### src/rtl/nn_pkg.sv
// Shared definitions for the accelerator datapath: default element width,
// standard pooling window sizes and helpers for sizing reduction trees.
package nn_pkg;

  localparam int DEFAULT_W = 8;
  localparam int POOL2X2   = 4;
  localparam int POOL3X3   = 9;

  // Number of entries on tree level lvl when reducing n leaves pairwise.
  function automatic int level_count(input int n, input int lvl);
    return (n + (1 << lvl) - 1) >> lvl;
  endfunction

  // Position of level lvl's first entry in a flat array that holds every level.
  function automatic int level_offset(input int n, input int lvl);
    int s;
    s = 0;
    for (int l = 0; l < lvl; l++) begin
      s += level_count(n, l);
    end
    return s;
  endfunction

endpackage

### src/rtl/max2_sel.sv
// Two-input compare-select node for a max/argmax tree.
// The left (a) pair wins on equality so that the lowest index survives.
module max2_sel
  import nn_pkg::*;
#(
  parameter int W      = DEFAULT_W,
  parameter bit SIGNED = 1'b0,
  parameter int IW     = 2
) (
  input  logic [W-1:0]  a_val,
  input  logic [IW-1:0] a_idx,
  input  logic [W-1:0]  b_val,
  input  logic [IW-1:0] b_idx,
  output logic [W-1:0]  val,
  output logic [IW-1:0] idx
);

  logic b_wins;

  generate
    if (SIGNED) begin : g_signed
      assign b_wins = $signed(b_val) > $signed(a_val);
    end else begin : g_unsigned
      assign b_wins = b_val > a_val;
    end
  endgenerate

  assign val = b_wins ? b_val : a_val;
  assign idx = b_wins ? b_idx : a_idx;

endmodule

### src/rtl/maxpool_window.sv
// Max/argmax over one pooling window per clock: balanced compare-select tree
// followed by a single output register stage.
module maxpool_window
  import nn_pkg::*;
#(
  parameter int N      = POOL2X2,
  parameter int W      = DEFAULT_W,
  parameter bit SIGNED = 1'b0,
  localparam int IW    = $clog2(N)
) (
  input  logic          clk,
  input  logic          rst_n,
  input  logic          in_valid,
  input  logic [W-1:0]  data [0:N-1],
  output logic          out_valid,
  output logic [W-1:0]  out,
  output logic [IW-1:0] out_idx
);

  localparam int LEVELS = $clog2(N);
  localparam int TOTAL  = level_offset(N, LEVELS + 1);

  // All tree levels packed end to end; level 0 is the raw window, the last entry the root.
  logic [W-1:0]  node_val [TOTAL];
  logic [IW-1:0] node_idx [TOTAL];

  genvar gi, gl;

  generate
    for (gi = 0; gi < N; gi++) begin : g_leaf
      assign node_val[gi] = data[gi];
      assign node_idx[gi] = IW'(gi);
    end

    for (gl = 0; gl < LEVELS; gl++) begin : g_level
      localparam int SRC  = level_offset(N, gl);
      localparam int DST  = level_offset(N, gl + 1);
      localparam int SCNT = level_count(N, gl);
      localparam int DCNT = level_count(N, gl + 1);

      for (gi = 0; gi < DCNT; gi++) begin : g_node
        if (2 * gi + 1 < SCNT) begin : g_cmp
          max2_sel #(
            .W      (W),
            .SIGNED (SIGNED),
            .IW     (IW)
          ) u_max2 (
            .a_val (node_val[SRC + 2*gi]),
            .a_idx (node_idx[SRC + 2*gi]),
            .b_val (node_val[SRC + 2*gi + 1]),
            .b_idx (node_idx[SRC + 2*gi + 1]),
            .val   (node_val[DST + gi]),
            .idx   (node_idx[DST + gi])
          );
        end else begin : g_pass
          // Unpaired entry of an odd-sized level goes straight up.
          assign node_val[DST + gi] = node_val[SRC + 2*gi];
          assign node_idx[DST + gi] = node_idx[SRC + 2*gi];
        end
      end
    end
  endgenerate

  always_ff @(posedge clk or negedge rst_n) begin
    if (!rst_n) begin
      out_valid <= 1'b0;
      out       <= '0;
      out_idx   <= '0;
    end else begin
      out_valid <= in_valid;
      if (in_valid) begin
        out     <= node_val[TOTAL-1];
        out_idx <= node_idx[TOTAL-1];
      end
    end
  end

endmodule

### config.mk
export PLATFORM = sky130hd
export DESIGN_NAME = maxpool_window
export DESIGN_NICKNAME = d
export VERILOG_FILES = /design/src/rtl/nn_pkg.sv /design/src/rtl/max2_sel.sv /design/src/rtl/maxpool_window.sv
export SDC_FILE = /design/constraint.sdc
export NUM_CORES = 1
export LEC_CHECK = 0
export ABC_AREA = 1
export BUFFER_PORTS_ARGS = -buffer_cell sky130_fd_sc_hd__buf_2
export CORE_MARGIN = 2
export CORE_UTILIZATION = 40
export DETAILED_ROUTE_END_ITERATION = 8
export GPL_ROUTABILITY_DRIVEN = 0
export PLACE_DENSITY_LB_ADDON = 0.25
export SYNTH_ARGS = -nofsm -noshare
export SYNTH_HDL_FRONTEND = slang
export SYNTH_SLANG_ARGS = --single-unit
### constraint.sdc
create_clock -name clk -period 1.84 [get_ports clk]
set_clock_uncertainty 0.05 [all_clocks]
set_input_delay 0.368 -clock clk [delete_from_list [all_inputs] [get_ports clk]]
set_output_delay 0.368 -clock clk [all_outputs]
set_load 0.03 [all_outputs]
Word-level counts from Yosys, hierarchy flattened. Cells that the tools add are included. W data, S select, Z words.

Mux-type cells: 6. $lt $le $gt $ge: 3.

Operator list (count): $gt A8 B8 Y1 (3); $mux W8 (3); $mux W1 (2); $mux W2 (1).

Input bits: 35. Word-level logic and storage cells: 12. Output and inout port bits: 11. Bits in registers: 11.

Logic depth before layout (Yosys ltp).
Depth in word-level cells: 4. Gate-level depth with buffers: 24. Depth with buffers taken out: 24.

By module. Synthesis repeated with hierarchy kept, for this count alone.

Cell total of the unflattened synthesis: 249. Area, all modules: 1536.5 um^2.

By module, submodules not included: max2_sel (cells each 68, instances 3, seq. area each 0.0 um^2, area each 375.4 um^2); maxpool_window (cells each 45, instances 1, seq. area each 275.3 um^2, area each 410.4 um^2).

Least setup slack after synthesis. Ideal clock, no wire load.

Kind: input to register. Start point: input data[15] in the netlist's numbering. End point: register out_idx[0]. Path buffers: 0. Data arrival time: 2.445 ns. Setup time: 0.069 ns. Data required time: 1.721 ns. Setup slack: -0.724 ns. Cell stages on the path: 15. Cell sequence: inv_1 -> ha_1 -> a21o_1 -> nor2_1 -> nand2_4 -> nand2_4 -> nand2_1 -> and2_1 -> ha_1 -> a21o_1 -> nor2_1 -> nand2_2 -> a21oi_4 -> nand3_2 -> nand3_1.

Longest elaborated chain between the ends: 4. Elaborated cells between the ends (all ways): 5. Classes of those cells: order compare (2); mux (3).

Ends and longest elaborated chain: from (decl) (line maxpool_window.sv:14) `input logic [W-1:0] data [0:N-1],`; $gt A8 B8 Y1 (line max2_sel.sv:24) `assign b_wins = b_val > a_val;`; $mux W8 (line max2_sel.sv:28) `assign val = b_wins ? b_val : a_val;`; $gt A8 B8 Y1 (line max2_sel.sv:24); $mux W2 (*) (line max2_sel.sv:29) `assign idx = b_wins ? b_idx : a_idx;`; to (signal assigned) (line maxpool_window.sv:73) `out_idx <= node_idx[TOTAL-1];`; to (decl) (line maxpool_window.sv:17) `output logic [IW-1:0] out_idx`.

Every way passes the cells marked *; elsewhere a longest branch is shown, timed or not. A chain may end at the register's enable or synchronous reset.

Worst setup path in the final report.
Start point: input data[28] in the netlist's numbering. End point: register out[6].

Longest elaborated chain between the ends: 4.

Ends and longest elaborated chain: $gt A8 B8 Y1 (line max2_sel.sv:24); $mux W8 (*) (line max2_sel.sv:28); $gt A8 B8 Y1 (line max2_sel.sv:24); $mux W8 (*) (line max2_sel.sv:28); to (signal assigned) (line maxpool_window.sv:72) `out <= node_val[TOTAL-1];`; to (decl) (line maxpool_window.sv:16) `output logic [W-1:0] out,`.

Marked as above.

==> flow_metrics.env <==
export IMPL_root_buffer="clkbuf_4"
export IMPL_clkLatencyLatePin_ns=0.30
export IMPL_slowest_delay_ns=0.29
export IMPL_synthXorXnorAreaFrac_pct=0
export IMPL_htree_num_levels=1
export IMPL_synth_mux_area_fraction_pct=0
export IMPL_rsz0062_at_grt="yes"
export IMPL_wl_per_cell_um=18.0
export IMPL_viasPerCell=5.56
export IMPL_start_util_pct=42.6
export IMPL_cp_data_arrival_time_ns=2.97
export IMPL_synth_area_mm2=0.00146
export IMPL_layout_common_cells="buf_4 (61), nand2_1 (39), buf_2 (35)"
export IMPL_timing_rr_end="out[0]"
export IMPL_cp_start_kind="input pin"
export IMPL_hold_class="in -> reg"
export IMPL_layout_drive_gt1_share_pct=70.4
export IMPL_numCtsBuffers=3
export IMPL_grt_pass1_vias=1865
export IMPL_final_common_cell="buf_4"
export IMPL_avgSynthCellArea_um2=6.97
export IMPL_crit_chain="buf_2, inv_1, ha_1, nand2_1, nor2_4, nand2_2, buf_6, nand2_4, nand3_1, nand2_2, inv_1, ha_4, nand2_1, nand2_1, nand2_2, nand2_2, nand2_2, nand2_4, nand2_4, nor2_4, nand3_2, nand3_2"
export IMPL_synth_distinct_cells=20
export IMPL_die_area_mm2=0.00414
export IMPL_hold_worst_slack_ns=0.153
export IMPL_antenna_found_initial=0
export IMPL_final_area_mm2=0.00293
export IMPL_synth_fa_ha_area_share_pct=20.6
export IMPL_r2r_cells=2
export IMPL_area_delta_synth_final_pct=101
export IMPL_num_rows=21
export IMPL_critPathTopFamily="simple AND/OR/NAND/NOR gates"
export IMPL_ys_warn_count=0
export IMPL_ant_nets=0
export IMPL_drv_slew=0
export IMPL_dp_slack_ns=-1.11
export IMPL_fill_cells=165
export IMPL_irDropWorstVdd_uv=561
export IMPL_crit_fanout=5
export IMPL_power_mw=1.93
export IMPL_first_pass_iters=4
export IMPL_n_antenna_cell=0
export IMPL_min_path_cells=1
export IMPL_drt_iter0_markers=154
export IMPL_status="finished with violations"
export IMPL_synth_compound_area_share_pct=5.07
export IMPL_cts_sinks=11
export IMPL_critical_path_slowest_cell="ha_1"
export IMPL_ys_seq_area_share_pct=18.9
export IMPL_synth_seq_cells=11
export IMPL_core_area_mm2=0.00342
export IMPL_clk_pin_slew_worst_paths_ns=0.08
export IMPL_max_freq_mhz=359
export IMPL_port_buffers=45
export IMPL_endpoint_kind="register"
export IMPL_r2r_start="out[0]"
export IMPL_clockBufferDepth=2
export IMPL_drc=0
export IMPL_rrSetupSlack_ns=1.03
export IMPL_layout_setup_ws_ns=-0.944
export IMPL_crit_path_frequent_cell="nand2_2"
export IMPL_critPathBufInv=4
export IMPL_power_density_mw_per_mm2=659
export IMPL_grt_pass1_wl_um=8280
export IMPL_cap_violations=0
export IMPL_layout_nets=388
export IMPL_die_h_um=64.3
export IMPL_worst_pin_slew_ns=0.693
export IMPL_synth_nets=268
export IMPL_min_to="out_valid"
export IMPL_cts_tree="yes"
export IMPL_grt_overflow=0
export IMPL_setup_viol=10
export IMPL_routed_wl_um=6720
export IMPL_grt_start_max_net_pins=14
export IMPL_finalCritPeriodShare_pct=151
export IMPL_synth_top_family_by_area="simple AND/OR/NAND/NOR gates"
export IMPL_grtUsageTotal_pct=25.8
export IMPL_post_place_cells=351
export IMPL_hold_viol=0
export IMPL_via_count=2079
export IMPL_cp_required_ns=2.02
export IMPL_critPathKind="in -> reg"
export IMPL_hold_start="in_valid"
export IMPL_die_x_um=64.3
export IMPL_synth_simple_area_share_pct=46.1
export IMPL_p_leak_nw=1.51
export IMPL_place_area_mm2=0.00223
export IMPL_min_period_ns=2.78
export IMPL_io_pins=46
export IMPL_layoutNonFillerInstCount=374
export IMPL_postSynthCellCount=209
export IMPL_hpwl_um=3030
export IMPL_violations="setup timing"
export IMPL_max_slew_margin_pct=53.8
[logic make-up (layout without fill, tap and decap cells)]
logic type                 count (synthesis)  in the layout
AOI/OAI and AO/OA                         11             12
adders and majority gates                 24             24
buffers and inverters                     36            151
DFF                                       11             11
and+or+nand+nor                          127            130
[layer usage]
| layer | global-route usage [%] | share of wire [%] |
|---|---|---|
| met2 | 47.9 | 50 |
| met1 | 29.0 | 35 |
| met5 | 0 | 0 |
| met3 | 5.28 | 7.5 |
| met4 | 8.51 | 6.9 |
[registers in the layout (all words and copies together) (netlist names)]
register and flops:
out 8, out_idx 2, out_valid 1
[metrics by stage]
stage / util, % / TNS [ns]
2_1_floorplan: - / -6.39
3_3_place_gp: 65.3 / -10.06
3_5_place_dp: 65.3 / -10.69
4_1_cts: 80.9 / -5.64
5_1_grt: 85.9 / -10.58
6_report: 85.9 / -8.73
[worst reg2reg max path, delay by kind of cell (launching register included)]
kind	cells	cell delay, ns
flops	1	0.41
simple gates	2	0.23
[cell usage after synthesis]
cell type	number	area share (%)
a21oi_1	7	2.4
nand3_2	1	0.69
a21oi_4	1	1.1
nor2_1	5	1.3
nand4_4	2	2.9
inv_1	35	9.0
nor2_2	1	0.43
ha_1	24	21
nand2_1	64	16
a21o_1	2	1.0
nand2_2	5	2.1
dfrtp_1	11	19
and2_1	7	3.0
nand3b_1	7	3.6
clkbuf_1	1	0.26
nand4_2	1	0.86
nor2_4	3	2.3
nand2_4	4	3.1
o21a_1	1	0.52
nand3_1	27	9.3
[final cells by class]
cell class | instances | area, um^2 | share of cell area (%)
timing repair buffer | 112 | 816 | 27.8
multi-input combinational | 166 | 1600 | 54.7
inverter | 35 | 154 | 5.25
tap | 46 | 57.6 | 1.96
sequential | 11 | 275 | 9.39
clock buffer | 4 | 26.3 | 0.896
[report_power, final]
part           total [mW]  switching, mW  internal [mW]  leakage, nW
clock network       0.194          0.109         0.0848       0.0150
registers           0.359         0.0448          0.315        0.134
logic                1.38          0.808          0.572         1.36
[repair_timing]
| item | 4_1_cts | 5_1_grt |
|---|---|---|
| setup buffers | 11 | 3 |
| pin swaps | 50 | 47 |
| gates cloned | 4 | 0 |
| hold buffers | 1 | 0 |
| gates resized for setup | 78 | 38 |
| endpoints found under the hold margin | 11 | 0 |
| setup endpoints to repair | 10 | 10 |
[worst max-delay path by stage]
| stage | slack, ns | start | endpoint | cells after the start |
|---|---|---|---|---|
| after floorplan | -0.64 | data[13] | out[0] | 18 |
| after global placement | -1.03 | data[13] | out[3] | 19 |
| after detailed placement | -1.11 | data[13] | out[3] | 19 |
| after CTS | -0.61 | data[15] | out[3] | 18 |
| after global routing | -1.13 | data[28] | out[6] | 22 |
| final | -0.94 | data[28] | out[6] | 22 |
Power figures use the tool's default switching activity.
